`config.mk`:
```
export PLATFORM = sky130hd
export DESIGN_NAME = muntjac_redirect_ctrl
export DESIGN_NICKNAME = d
export VERILOG_FILES = /design/src/rtl/muntjac_pkg.sv /design/src/rtl/muntjac_redirect_slot.sv /design/src/rtl/muntjac_redirect_ctrl.sv
export SDC_FILE = /design/constraint.sdc
export NUM_CORES = 1
export LEC_CHECK = 0
export ABC_AREA = 0
export CELL_PAD_IN_SITES_DETAIL_PLACEMENT = 1
export CELL_PAD_IN_SITES_GLOBAL_PLACEMENT = 2
export CORE_MARGIN = 2
export CORE_UTILIZATION = 35
export DETAILED_ROUTE_END_ITERATION = 12
export PLACE_DENSITY_LB_ADDON = 0.1
export SYNTH_ARGS = -nofsm -noshare
export SYNTH_HDL_FRONTEND = slang
export SYNTH_SLANG_ARGS = --single-unit
```
`constraint.sdc`:
```
create_clock -name clk_i -period 17.35 [get_ports clk_i]
set_input_delay 3.47 -clock clk_i [delete_from_list [all_inputs] [get_ports clk_i]]
set_output_delay 3.47 -clock clk_i [all_outputs]
set_load 0.02 [all_outputs]
```
`src/rtl/muntjac_pkg.sv`:
```
// Shared types for the frontend redirect path: fetch reasons, the buffered
// redirect request and the fixed source indices used by the redirect arbiter.
package muntjac_pkg;

  typedef enum logic [3:0] {
    IF_PREFETCH     = 4'b0000,
    IF_MISPREDICT   = 4'b0001,
    IF_PROT_CHANGED = 4'b0011,
    IF_SATP_CHANGED = 4'b0101,
    IF_FENCE_I      = 4'b0111
  } if_reason_e;

  typedef struct packed {
    if_reason_e  reason;
    logic [63:0] pc;
  } redirect_req_t;

  // Index 0 must stay the trap source: it is the one that preempts the rest.
  localparam int unsigned RedirectSrcTrap       = 0;
  localparam int unsigned RedirectSrcIrq        = 1;
  localparam int unsigned RedirectSrcMispredict = 2;
  localparam int unsigned RedirectSrcFlush      = 3;

endpackage

```
`src/rtl/muntjac_redirect_slot.sv`:
```
// Single-entry pending buffer for one redirect source. Drop beats clear,
// clear beats set, so a trap can discard a request arriving in the same cycle.
module muntjac_redirect_slot
  import muntjac_pkg::*;
(
  input  logic          clk_i,
  input  logic          rst_i,
  input  logic          set_i,
  input  logic          clr_i,
  input  logic          drop_i,
  input  redirect_req_t req_i,
  output logic          valid_o,
  output redirect_req_t req_o
);

  logic          valid_q, valid_d;
  redirect_req_t req_q, req_d;

  always_comb begin
    valid_d = valid_q;
    req_d   = req_q;
    if (drop_i || clr_i) begin
      valid_d = 1'b0;
    end else if (set_i) begin
      valid_d = 1'b1;
      req_d   = req_i;
    end
  end

  always_ff @(posedge clk_i or posedge rst_i) begin
    if (rst_i) begin
      valid_q <= 1'b0;
      req_q   <= '0;
    end else begin
      valid_q <= valid_d;
      req_q   <= req_d;
    end
  end

  assign valid_o = valid_q;
  assign req_o   = req_q;

endmodule

```
`src/rtl/muntjac_redirect_ctrl.sv`:
```
// Fixed-priority arbiter issuing backend redirects to the frontend one at a
// time, with trap preemption and a wrapping sequence id per accepted redirect.
module muntjac_redirect_ctrl
  import muntjac_pkg::*;
#(
  parameter int unsigned NumReq   = 4,
  parameter int unsigned SeqWidth = 4
) (
  input  logic                          clk_i,
  input  logic                          rst_i,
  input  logic       [NumReq-1:0]       req_valid_i,
  output logic       [NumReq-1:0]       req_ready_o,
  input  if_reason_e [NumReq-1:0]       req_reason_i,
  input  logic       [NumReq-1:0][63:0] req_pc_i,
  output logic                          redirect_valid_o,
  input  logic                          redirect_ready_i,
  output if_reason_e                    redirect_reason_o,
  output logic       [63:0]             redirect_pc_o,
  output logic       [SeqWidth-1:0]     redirect_seq_o,
  output logic                          busy_o
);

  localparam int unsigned SrcW = $clog2(NumReq);

  logic [NumReq-1:0] pend_valid;
  logic [NumReq-1:0] acc;
  logic [NumReq-1:0] cand_valid;
  logic [NumReq-1:0] slot_clr;
  logic [NumReq-1:0] slot_drop;
  redirect_req_t     in_req   [NumReq];
  redirect_req_t     pend_req [NumReq];
  redirect_req_t     cand_req [NumReq];

  logic                out_valid_q, out_valid_d;
  redirect_req_t       out_req_q, out_req_d;
  logic [SrcW-1:0]     out_src_q, out_src_d;
  logic [SeqWidth-1:0] seq_q, seq_d;

  logic            fire;
  logic            trap_acc;
  logic            load;
  logic            any_cand;
  logic [SrcW-1:0] win_idx;

  assign req_ready_o = ~pend_valid;
  assign acc         = req_valid_i & req_ready_o;
  assign fire        = out_valid_q & redirect_ready_i;
  assign trap_acc    = acc[RedirectSrcTrap];
  // A non-trap redirect still waiting at the output is overwritten by a trap.
  assign load        = ~out_valid_q | fire |
                       (trap_acc & (out_src_q != SrcW'(RedirectSrcTrap)));

  for (genvar i = 0; i < NumReq; i++) begin : g_slot
    assign in_req[i].reason = req_reason_i[i];
    assign in_req[i].pc     = req_pc_i[i];
    assign cand_valid[i]    = pend_valid[i] | acc[i];
    assign cand_req[i]      = pend_valid[i] ? pend_req[i] : in_req[i];
    assign slot_clr[i]      = load & any_cand & (win_idx == SrcW'(i));
    assign slot_drop[i]     = (i != RedirectSrcTrap) && trap_acc;

    muntjac_redirect_slot u_slot (
      .clk_i   (clk_i),
      .rst_i   (rst_i),
      .set_i   (acc[i]),
      .clr_i   (slot_clr[i]),
      .drop_i  (slot_drop[i]),
      .req_i   (in_req[i]),
      .valid_o (pend_valid[i]),
      .req_o   (pend_req[i])
    );
  end

  always_comb begin
    any_cand = 1'b0;
    win_idx  = '0;
    for (int i = 0; i < NumReq; i++) begin
      if (cand_valid[i] && !any_cand) begin
        any_cand = 1'b1;
        win_idx  = SrcW'(i);
      end
    end
  end

  always_comb begin
    out_valid_d = out_valid_q;
    out_req_d   = out_req_q;
    out_src_d   = out_src_q;
    seq_d       = seq_q;
    if (fire) begin
      out_valid_d = 1'b0;
      seq_d       = seq_q + SeqWidth'(1);
    end
    if (load && any_cand) begin
      out_valid_d = 1'b1;
      out_req_d   = cand_req[win_idx];
      out_src_d   = win_idx;
    end
  end

  always_ff @(posedge clk_i or posedge rst_i) begin
    if (rst_i) begin
      out_valid_q <= 1'b0;
      out_req_q   <= '0;
      out_src_q   <= '0;
      seq_q       <= '0;
    end else begin
      out_valid_q <= out_valid_d;
      out_req_q   <= out_req_d;
      out_src_q   <= out_src_d;
      seq_q       <= seq_d;
    end
  end

  assign redirect_valid_o  = out_valid_q;
  assign redirect_reason_o = out_req_q.reason;
  assign redirect_pc_o     = out_req_q.pc;
  assign redirect_seq_o    = seq_q;
  assign busy_o            = out_valid_q | (|pend_valid);

endmodule

```
; Word level (Yosys, flattened, before mapping)
; Index checks and enable logic that the tools add are counted.
[word_totals]
reg_bits = 351
latch_bits = 0
ramBits = 0
rom_bits = 0
wordCells = 90
memories = 0
[classes]
add_sub_neg = 1
multipliers = 0
n_div = 0
order_cmp = 1
eq_ne = 3
shift = 0
n_mux = 24
bitwise = 22
n_reduce_logical = 22
[ops]
columns = op, n
row1 = $mux 68, 6
row2 = $bmux 68 s2, 1
row3 = $mux 1, 15
row4 = $reduce_bool 2->1, 6
row5 = $reduce_and 2->1, 4
row6 = $and 1x1->1, 7
row7 = $or 1x1->1, 7
row8 = $not 1->1, 5
row9 = $add 4x1->4 const B, 1
row10 = $and 4x4->4, 1
row11 = $eq 2x2->1 const B, 2
row12 = $logic_and 1x1->1, 4
row13 = $mux 2, 2
row14 = $not 4->4, 1
row15 = $reduce_or 4->1, 1
row16 = $ge 3x3->1 const B, 1
row17 = $logic_not 1->1, 3
row18 = $logic_or 1x1->1, 3
row19 = $not 2->3, 1
row20 = $eq 2x1->1 const B, 1
row21 = $logic_not 2->1, 1

; Depth between registers and ports, before layout
[depth]
word_depth = 18
ltp_mapped = 8

; Modules after synthesis
; Synthesis repeated with hierarchy kept, for this count alone.
[hier_totals]
cells_unflattened = 1419
hier_area_um2 = 17150.2
[by_module_without_submodules]
columns = module, n_inst, cells_each, area_each_um2
row1 = muntjac_redirect_slot, 4, 148, 2567.5
row2 = muntjac_redirect_ctrl, 1, 827, 6880.3

; Worst setup path before layout
; Ideal clock, no wire load.
[synth_timing]
path_kind = input-to-reg
from = input redirect_ready_i
to = register g_slot[1].u_slot.req_q (netlist bit g_slot[1].u_slot.req_o[0])
arrival_ns = 4.967
path_slack_ns = 12.259
cell_stages = 8
n_path_buf = 3
cell_sequence = nand2b_1 -> nor2_1 -> nor2_1 -> or3b_2 -> clkbuf_1 -> buf_2 -> buf_2 -> mux2_2
[synth_between]
elab_chain_cells = 8
[synth_rtl]
columns = element, line_no
row1 = start: declaration, muntjac_redirect_ctrl.sv:16  ; input logic redirect_ready_i,
row2 = $and 1x1->1, muntjac_redirect_ctrl.sv:47  ; assign fire = out_valid_q & redirect_ready_i;
row3 = $or 1x1->1 (2 in series), muntjac_redirect_ctrl.sv:50  ; assign load = ~out_valid_q | fire |
row4 = $and 1x1->1 (2 in series), muntjac_redirect_ctrl.sv:58  ; assign slot_clr[i] = load & any_cand & (win_idx == SrcW'(i));
row5 = $logic_or 1x1->1, muntjac_redirect_slot.sv:22  ; if (drop_i || clr_i) begin
row6 = $not 1->1 (no source line), -
row7 = $reduce_and 2->1 (no source line), -
row8 = end signal: assignment, muntjac_redirect_slot.sv:36  ; req_q <= req_d;
row9 = end: declaration, muntjac_redirect_slot.sv:17  ; redirect_req_t req_q, req_d;
; No other way between the ends.
; A chain may end at the register's enable or synchronous reset.

; Final worst setup path
[layout_timing]
from = input req_valid_i[1]
to = register out_req_q (netlist bit redirect_pc_o[60])
[layout_between]
elab_chain_cells = 14
elab_cells_between_ends = 18
[layout_rtl]
columns = element, line_no
row1 = start: declaration, muntjac_redirect_ctrl.sv:11  ; input logic [NumReq-1:0] req_valid_i,
row2 = $and 4x4->4 (*), muntjac_redirect_ctrl.sv:46  ; assign acc = req_valid_i & req_ready_o;
row3 = $or 1x1->1 (*), muntjac_redirect_ctrl.sv:56  ; assign cand_valid[i] = pend_valid[i] | acc[i];
row4 = $logic_and 1x1->1 (*), muntjac_redirect_ctrl.sv:77  ; if (cand_valid[i] && !any_cand) begin
row5 = $mux 1, muntjac_redirect_ctrl.sv:77
row6 = $logic_not 1->1, muntjac_redirect_ctrl.sv:77
row7 = $logic_and 1x1->1, muntjac_redirect_ctrl.sv:77
row8 = $mux 1, muntjac_redirect_ctrl.sv:77
row9 = $logic_not 1->1, muntjac_redirect_ctrl.sv:77
row10 = $logic_and 1x1->1, muntjac_redirect_ctrl.sv:77
row11 = $mux 2, muntjac_redirect_ctrl.sv:77
row12 = $not 2->3 (not written as such), muntjac_redirect_ctrl.sv:95  ; out_req_d = cand_req[win_idx];
row13 = $bmux 68 s2, muntjac_redirect_ctrl.sv:95
row14 = $mux 68 (not written as such) (2 in series), muntjac_redirect_ctrl.sv:95
row15 = end signal: assignment, muntjac_redirect_ctrl.sv:108  ; out_req_q <= out_req_d;
row16 = end: declaration, muntjac_redirect_ctrl.sv:35  ; redirect_req_t out_req_q, out_req_d;
; Mark *: on every way between the ends. The rest lies on a longest branch, timed or not. The select of a mux whose other input is x is not followed.

==> summary.txt <==
Clocking
  – Post_cts resized: 0
  – Clock Tree Root: clkbuf_16
  – # clock sinks: ~350
  – Post-CTS setup buffer count: 0
  – Reg clk slew, reported paths: 60 ps
  – Post-CTS Hold Fix Bufs: 0
  – CTS tree: built
  – Worst-case clock buffer depth: 3
  – Total CTS buffers: 42
  – H-tree levels: 2
  – Skew-Pair Late Insertion Delay: 570 ps

Setup path
  – Crit path from: req_valid_i[1]
  – Crit Path Max Fanout: 50
  – Critical Path RT: roughly 18000 ps
  – CP arrival: 7450 ps
  – Startpoint Class: input port
  – Setup CP Type: input port to flip-flop
  – CP Capture Type: flip-flop
  – Critical R2R Launch: g_slot[3].u_slot.valid_o

Placement
  – Placed instance count: 2380
  – Port bufs: 356
  – Detail Placement HPWL: between 40000 and 50000 µm
  – RePlAce Congestion: 0.892

Finish
  – Share of layout cells above drive strength 1: between 20% and 30%
  – Post-route insts no fill: approximately 2.5k
  – Commonest non-fill, non-tap cell in the layout: clkdlybuf4s50_1
  – Fillcell total: 5204
  – Layout overhead on the synthesized area: 30.5%
  – Most frequent cells in the layout: clkdlybuf4s50_1 (356), dfrtp_1 (347), mux2_2 (271), mux2i_1 (232), a221oi_1 (100)
  – Nets: between 2k and 2.5k

Synth
  – Register area share after synthesis: 49.2%
  – Main flop type after synthesis: dfrtp_1
  – Post-synthesis simple-gate area fraction: 6.02%
  – Synth Area in XOR/XNOR: 0.147%
  – #FFs+latches synth: 351
  – Cell Area, Synth: 17900 µm²
  – Post-Synth Adder-Cell Area: 0.0700%
  – Mapped Cells: between 1k and 1.5k
  – Syn Area/Cell: approximately 12 µm²
  – Number of flops mapped to enable cells by yosys: 0
  – Syn nets: 1736
  – Fraction of registers with async set/reset: 100%
  – Compound-cell area share of the yosys netlist: 10.9%
  – Largest family of logic cells by synthesized area: multiplexers
  – Distinct cells, synth: 44
  – Post-synthesis mux area share: 30.2%
  – Yosys warnings: 0

Drt
  – Vias: 13.6k
  – DR DRC count: 0
  – Iter 0 DRT Violations: 772
  – Final ANT Viol Nets: 0
  – Post-Route WL: 67300 µm
  – Pre-antenna DRT Iters: 5
  – Routed len/inst: 27.4 µm
  – Vias per inst: 5.53

Floorplanning
  – Die height: 230 µm
  – Row count: 82
  – Starting Density: 35.5%
  – DIE AREA: 52900 µm²
  – Die width: 230 µm
  – Core Area: 50300 µm²
  – Top-Level Pins: 357

STA
  – Fin. Hold Viols: 0
  – Fin crit period: between 7000 and 8000 ps
  – Slew margin rel.: ~23%
  – RSZ-0062 raised after global routing: false
  – Slew @ Worst Pin: 1150 ps
  – Fmax: 0.143 GHz
  – Period utilisation layout: roughly two fifths
  – Setup-failing EPs final: 0
  – Fin. max-slew vios: 0
  – Setup TNS: 0 ps
  – Worst clock skew: 18.8 ps

GRT
  – Global route overflow: 0
  – First-pass GRT wire length: 99100 µm
  – Total track usage: 25.4%
  – Pin count of the biggest net entering global routing: between 150 and 200
  – Number of global-route vias before repair: between 15k and 20k
  – Initial antenna violation count: 13

Pwr
  – Max VDD drop: 0.0658 mV
  – Lkg Pwr: 9.54 nW
  – PD cells: 126 nW/µm²

Outcome
  – Status: completed

Job
  – Max_cap viols: 0

Min path
  – HP Class: flip-flop to flip-flop
  – Hold path startpoint: redirect_pc_o[42]
==> metal layers <==
layer	GRT usage (%)	vias up	share of wire, %	routed length (µm)
met4	9.31	16	3.5	2330
met1	28.1	7074	37	25000
met2	47.1	326	54	36000
li1	-	6078	-	-
met3	5.92	96	5.8	3900
met5	0	-	0.15	99
==> report_power, final <==
| part | internal (mW) | leakage [nW] | switching (mW) | total (mW) |
|---|---|---|---|---|
| clock | 0.517 | 0.666 | 0.363 | 0.880 |
| sequential | 1.05 | 4.15 | 0.149 | 1.20 |
| combinational | 0.430 | 4.72 | 0.415 | 0.845 |
| total | 2.00 | 9.54 | 0.927 | 2.93 |
==> Yosys cell counts (4+ instances only) <==
cell type	number	area [µm²]
a211o_1	18	158
and3_1	13	81.3
o21ai_0	22	110
mux2i_1	232	2320
buf_2	39	195
or3_1	7	43.8
buf_4	4	30.0
o32ai_1	7	61.3
o22ai_1	7	43.8
nand2_1	37	139
mux2_2	271	3050
nor3_1	22	110
nand3_1	20	100
a2bb2oi_1	7	61.3
clkbuf_1	57	214
nor2b_1	43	269
a221o_1	22	220
dfrtp_1	351	8780
buf_1	20	75.1
a211oi_1	43	323
a221oi_1	100	876
a21oi_1	14	70.1
nor2_1	58	218
buf_6	5	56.3
inv_1	11	41.3
==> kinds of logic (layout without fill, tap and decap cells) <==
group                    count (synthesis)  after routing
XOR/XNOR                                 3              3
AO/OA/AOI/OAI                          245            245
other                                    0              5
adder cells (fa/ha/maj)                  1              1
AND/OR/NAND/NOR                        214            214
buffers and inverters                  137            462
flip-flops                             351            351
multiplexers                           505            505
==> final timing paths <==
| kind | endpoint | slack [ps] | depth (start not counted) |
|---|---|---|---|
| hold reg to reg | redirect_pc_o[42] | 480 | 2 |
| max in group asynchronous | g_slot[1].u_slot.valid_o | 12090 | 3 |
| hold / removal | redirect_pc_o[42] | 480 | 2 |
| setup / recovery | redirect_pc_o[60] | 10340 | 7 |
| min in group asynchronous | g_slot[0].u_slot.req_o[15] | 3480 | 2 |
| setup reg to reg | redirect_pc_o[60] | 12980 | 6 |
==> final cells by class <==
cell class / instances / area [µm²] / share of cell area (%)
Sequential cell: 351 / 8800 / 37.7
Multi-Input combinational cell: 968 / 8530 / 36.6
Timing Repair Buffer: 377 / 3730 / 16.0
Inverter: 12 / 52.6 / 0.225
Tap cell: 672 / 841 / 3.61
Antenna cell: 5 / 12.5 / 0.0537
Clock inverter: 13 / 121 / 0.521
Clock buffer: 60 / 1220 / 5.23
==> sequential cells by signal (all words and copies together) (netlist names) <==
| signal | flops |
|---|---|
| out_src_q | 2 |
| redirect_reason_o | 4 |
| redirect_pc_o | 64 |
| redirect_seq_o | 4 |
| redirect_valid_o | 1 |
| g_slot.u_slot.valid_o | 4 |
| g_slot.u_slot.req_o | 272 |
==> metrics by stage <==
stage	cell area, µm²	setup slack (ps)	utilization [%]	hold slack (ps)	total power, mW
6_report	23300	10340	46.4	477	2.93
5_1_grt	23300	10150	46.3	503	3.08
4_1_cts	23300	10410	46.3	476	2.97
3_5_place_dp	22000	9810	43.7	465	2.07
3_3_place_gp	22000	9930	43.7	463	2.04
2_1_floorplan	17900	4140	-	447	1.69
==> critical path: stages <==
cell             delay (ps)
clkdlybuf4s50_1         850
or2_2                   210
buf_4                   500
nand2_1                 690
nand2_2                1080
mux2i_1                 200
a221o_1                 360
No activity file was read; power rests on OpenSTA's default activity.
==> RTL change 1, RTL diff (same flow settings) <==
Set the parameter `SeqWidth` to 6 (it was 4).
--- a/src/rtl/muntjac_redirect_ctrl.sv
+++ b/src/rtl/muntjac_redirect_ctrl.sv
@@ -5,5 +5,5 @@
 #(
   parameter int unsigned NumReq   = 4,
-  parameter int unsigned SeqWidth = 4
+  parameter int unsigned SeqWidth = 6
 ) (
   input  logic                          clk_i,
Ports: changed (resized redirect_seq_o); port bits go from 357 to 359. No check against the original RTL was run, so the function may have changed too.
==> RTL change 1 against the original RTL <==
Total power increased by 1.7%. Sequential cell count rose by 2. Hold slack better by 4.3 ps. Critical path type unchanged. Count of clock-buffer cells in the layout rose by 10. Routed wire length fell by 2.7%. Final area grew 0.70%. Largest cell class unchanged. Setup slack better by 220 ps. Clock power rose by 0.7%. Area after synthesis up 0.13%. Register-to-register slack better by 550 ps.
==> RTL change 1: results (changes against the original RTL) <==
status finished, final reports clean; synthesized net count 1,760 (+1.4%); Max Clock Skew 18.08 ps (-0.7513 ps); Buf/Inv on CP 3 (+1); slowest CP cell o21ba_1; met2 usage 46.47% (-0.63 points); IO Port Bufs 358 (+0.56%); largest net degree at the start of global routing 108 (-29%); global placement routability congestion 0.8333 (-6.6%); M1 GR Usage 26.75% (-1.4 points); top cells by instance count after synthesis 353 x dfrtp_1, 272 x mux2_2, 168 x mux2i_1; layout cells sized above 1 23.17% (+1.9 points); WP data arrival 7220 ps (-230 ps); LEAKAGE 9.360 nW (-1.9%); family with the most delay on the worst path buffers and inverters; HPWL Detailed 46.48 mm (-3.0%); synth unique cells 46 (+4.5%); final wirelength 65.52 mm (-2.7%); initial antenna violation count 11 (-2); largest cells by area after synthesis dfrtp_1 49%, mux2_2 17%, mux2i_1 9.4%; CP max FO 35 (-30%); DR iter-0 viols 527 (-32%); top cell type's share of synthesized area 49.38% (+0.21 points); M3 GR Usage 6.213% (+0.30 points); via count 13,580 (-0.044%); final net count 2,064 (+1.6%); R2R setup slack 13,530 ps (+550 ps); vias in the first global route 14,620 (-2.6%); Peak VDD IR 0.06206 mV (-5.7%); TritonRoute pass-1 iters 4 (-1); clk buf depth 3 (unchanged); # fillers 5,260 (+1.1%); first-pass GRT wire length 95.59 mm (-3.6%); crit-path max cell delay 860 ps (-220 ps)
## RTL change 1: cell types whose count changed after synthesis, sizes merged, moves of 16 or more
cell    delta
a211oi    +55
o21ai     +46
nor3      -20
and2      +19
a21oi     +31
nor2b     +16
a221oi    -76
mux2      +19
mux2i     -64
a211o     -18
o221a     +20
## RTL change 1: layout make-up
type / instances / area, um^2 / area share, %
sequential: 353 / 8848 / 37.70
multi-input combinational: 997 / 8606 / 36.67
timing repair buffer: 385 / 3786 / 16.13
clock buffer: 70 / 1320 / 5.624
tap: 672 / 840.8 / 3.582
clock inverter: 3 / 40.04 / 0.1706
inverter: 5 / 26.28 / 0.1120
antenna: 1 / 2.502 / 0.01066
## RTL change 1: through the flow
stage | cell area [um^2] | cells | setup slack, ps | hold WS (ps)
2_1_floorplan | 17890 | 1480 | 4088 | 463.5
3_3_place_gp | 22110 | 2412 | 10060 | 465.9
3_5_place_dp | 22110 | 2412 | 10000 | 476.1
4_1_cts | 23470 | 2485 | 10580 | 483.7
5_1_grt | 23470 | 2486 | 10440 | 510.9
6_report | 23470 | 2486 | 10570 | 481.3
## RTL change 1: cell families (layout without fill, tap and decap cells)
family / count (synthesis) / count (layout) / synth area share (%)
AOI/OAI and AO/OA: 328 / 328 / 13.33
buffers and inverters: 130 / 463 / 3.064
xor gates and xnor gates: 5 / 5 / 0.2448
other: 0 / 1 / 0
DFF: 353 / 353 / 49.38
adders and majority gates: 1 / 1 / 0.06994
muxes: 460 / 460 / 28.20
and+or+nand+nor: 203 / 203 / 5.701
## RTL change 1: power breakdown
group,switching (mW),internal [mW]
sequential,0.152,1.06
clock,0.356,0.530
combinational,0.427,0.447
## RTL change 1: layer usage
metal  vias to the layer above  share of wire [%]
met2                       291                 54
met1                      7080                 38
met3                        73                6.0
met5                         -               0.20
met4                        20                2.0
li1                       6120                  -
## RTL change 1: worst paths after layout
| check | startpoint | end | cells past startpoint |
|---|---|---|---|
| setup / recovery | req_valid_i[0] | g_slot[3].u_slot.req_o[51] | 8 |
| hold / removal | redirect_seq_o[5] | redirect_seq_o[5] | 1 |
| setup reg to reg | g_slot[0].u_slot.valid_o | g_slot[3].u_slot.req_o[51] | 7 |
| hold reg to reg | redirect_seq_o[5] | redirect_seq_o[5] | 1 |
| max in group asynchronous | rst_i | g_slot[2].u_slot.valid_o | 4 |
| min in group asynchronous | rst_i | g_slot[1].u_slot.req_o[20] | 2 |
==> RTL change 2, RTL diff (same flow settings) <==
Without the edit above. Make the reset (`rst_i`) synchronous in 2 clocked blocks.
--- a/src/rtl/muntjac_redirect_slot.sv
+++ b/src/rtl/muntjac_redirect_slot.sv
@@ -28,5 +28,5 @@
   end
 
-  always_ff @(posedge clk_i or posedge rst_i) begin
+  always_ff @(posedge clk_i) begin
     if (rst_i) begin
       valid_q <= 1'b0;
--- a/src/rtl/muntjac_redirect_ctrl.sv
+++ b/src/rtl/muntjac_redirect_ctrl.sv
@@ -98,5 +98,5 @@
   end
 
-  always_ff @(posedge clk_i or posedge rst_i) begin
+  always_ff @(posedge clk_i) begin
     if (rst_i) begin
       out_valid_q <= 1'b0;
Behaviour: differs if rst_i is asserted again (counterexample within 4 cycles, from zero or initial values and one cycle with rst_i high); with rst_i held inactive, the same outputs for 4 cycles.
==> RTL change 2 against the original RTL <==
Routed wire length up 7.1%. Critical path depth down 4. Utilization fell by 0.51 points. Final area is 4.5% lower. Via count is 28% higher. Sequential cell count did not move. Area after synthesis decreased by 4.2%. Setup slack improved by 630 ps. Critical path type is now reg2out. Global-route usage rose by 2.4 points. Highest routed layer unchanged. Final cell count grew 31%.
Power is not compared: it rests on default switching activity, and its combinational part moved more than twofold at a synthesized area within 25%.
==> RTL change 2: results (changes against the original RTL) <==
FFs w/ async S/R, synth 0% (-100 points); inverters 5 (-7); M1 GR Usage 41.16% (+13 points); HPWL Detailed 47.67 mm (-0.55%); global placement routability congestion 0.8149 (-8.7%); Placed Area 20,860 um^2 (-5.0%); crit-path max cell delay 780 ps (-300 ps); met3 routed wirelength 4.447 mm (+14%); CP max FO 54 (+8.0%); Tot Pwr 2.158 mW; slowest CP cell buf_4; Register Area 7042 um^2 (-20%); post-synthesis mux area share 9.275% (-21 points); multi-input gates 1,767 (+83%); adder-cell share of the synthesized area 0.07315% (+0.0031 points); Slew @ Worst Pin 1263 ps (+114.6 ps); routed length on met2 30.80 mm (-15%); largest net degree at the start of global routing 197 (+30%); M3 GR Usage 5.359% (-0.56 points); seq_cells 351 (unchanged); CTS Buf Count 44 (+4.8%); synth unique cells 45 (+2.3%); Max Clock Skew 19.92 ps (+1.087 ps); Repair and plain buffers 379 (+0.53%); number of diodes 8 (+3); pre-CTS setup slack 10,780 ps (+964.2 ps); synthesized net count 2,609 (+50%); vias in the first global route 17,220 (+15%); largest cells by area after synthesis dfxtp_1 41%, nand2_1 18%, a21oi_1 9.5%; clock buffers 73 (+22%); first-pass GRT wire length 107.1 mm (+8.1%); final wirelength 72.10 mm (+7.1%); status finished, final reports clean; family with the most delay on the worst path buffers and inverters; # fillers 5,870 (+13%); layout cells sized above 1 7.758% (-14 points); gr usage total 27.80% (+2.4 points)
-- RTL change 2: cell types whose count changed in the layout (fill, tap and decap cells not counted), moves of 132 or more --
cell / before / now
dfxtp_1: 0 / 347
nand2_1: 36 / 822
mux2i_1: 232 / 100
mux2_2: 271 / 52
dfrtp_1: 347 / 0
a21oi_1: 13 / 325
-- RTL change 2: path summary, 6_finish.rpt --
kind / start / to / slack [ps] / cells after the start
setup / recovery: g_slot[2].u_slot.valid_o / req_ready_o[2] / 10970 / 3
hold reg to reg: g_slot[2].u_slot.req_o[17] / g_slot[2].u_slot.req_o[17] / 450 / 2
hold / removal: g_slot[2].u_slot.req_o[17] / g_slot[2].u_slot.req_o[17] / 450 / 2
setup reg to reg: g_slot[0].u_slot.valid_o / redirect_pc_o[2] / 13910 / 8
-- RTL change 2: worst register-to-register path: cells and delay by family, from the launching register on --
kind / cells / cell delay (ps)
flip-flops: 1 / 770
AO/OA/AOI/OAI: 1 / 290
AND/OR/NAND/NOR: 4 / 590
buffers and inverters: 3 / 1670
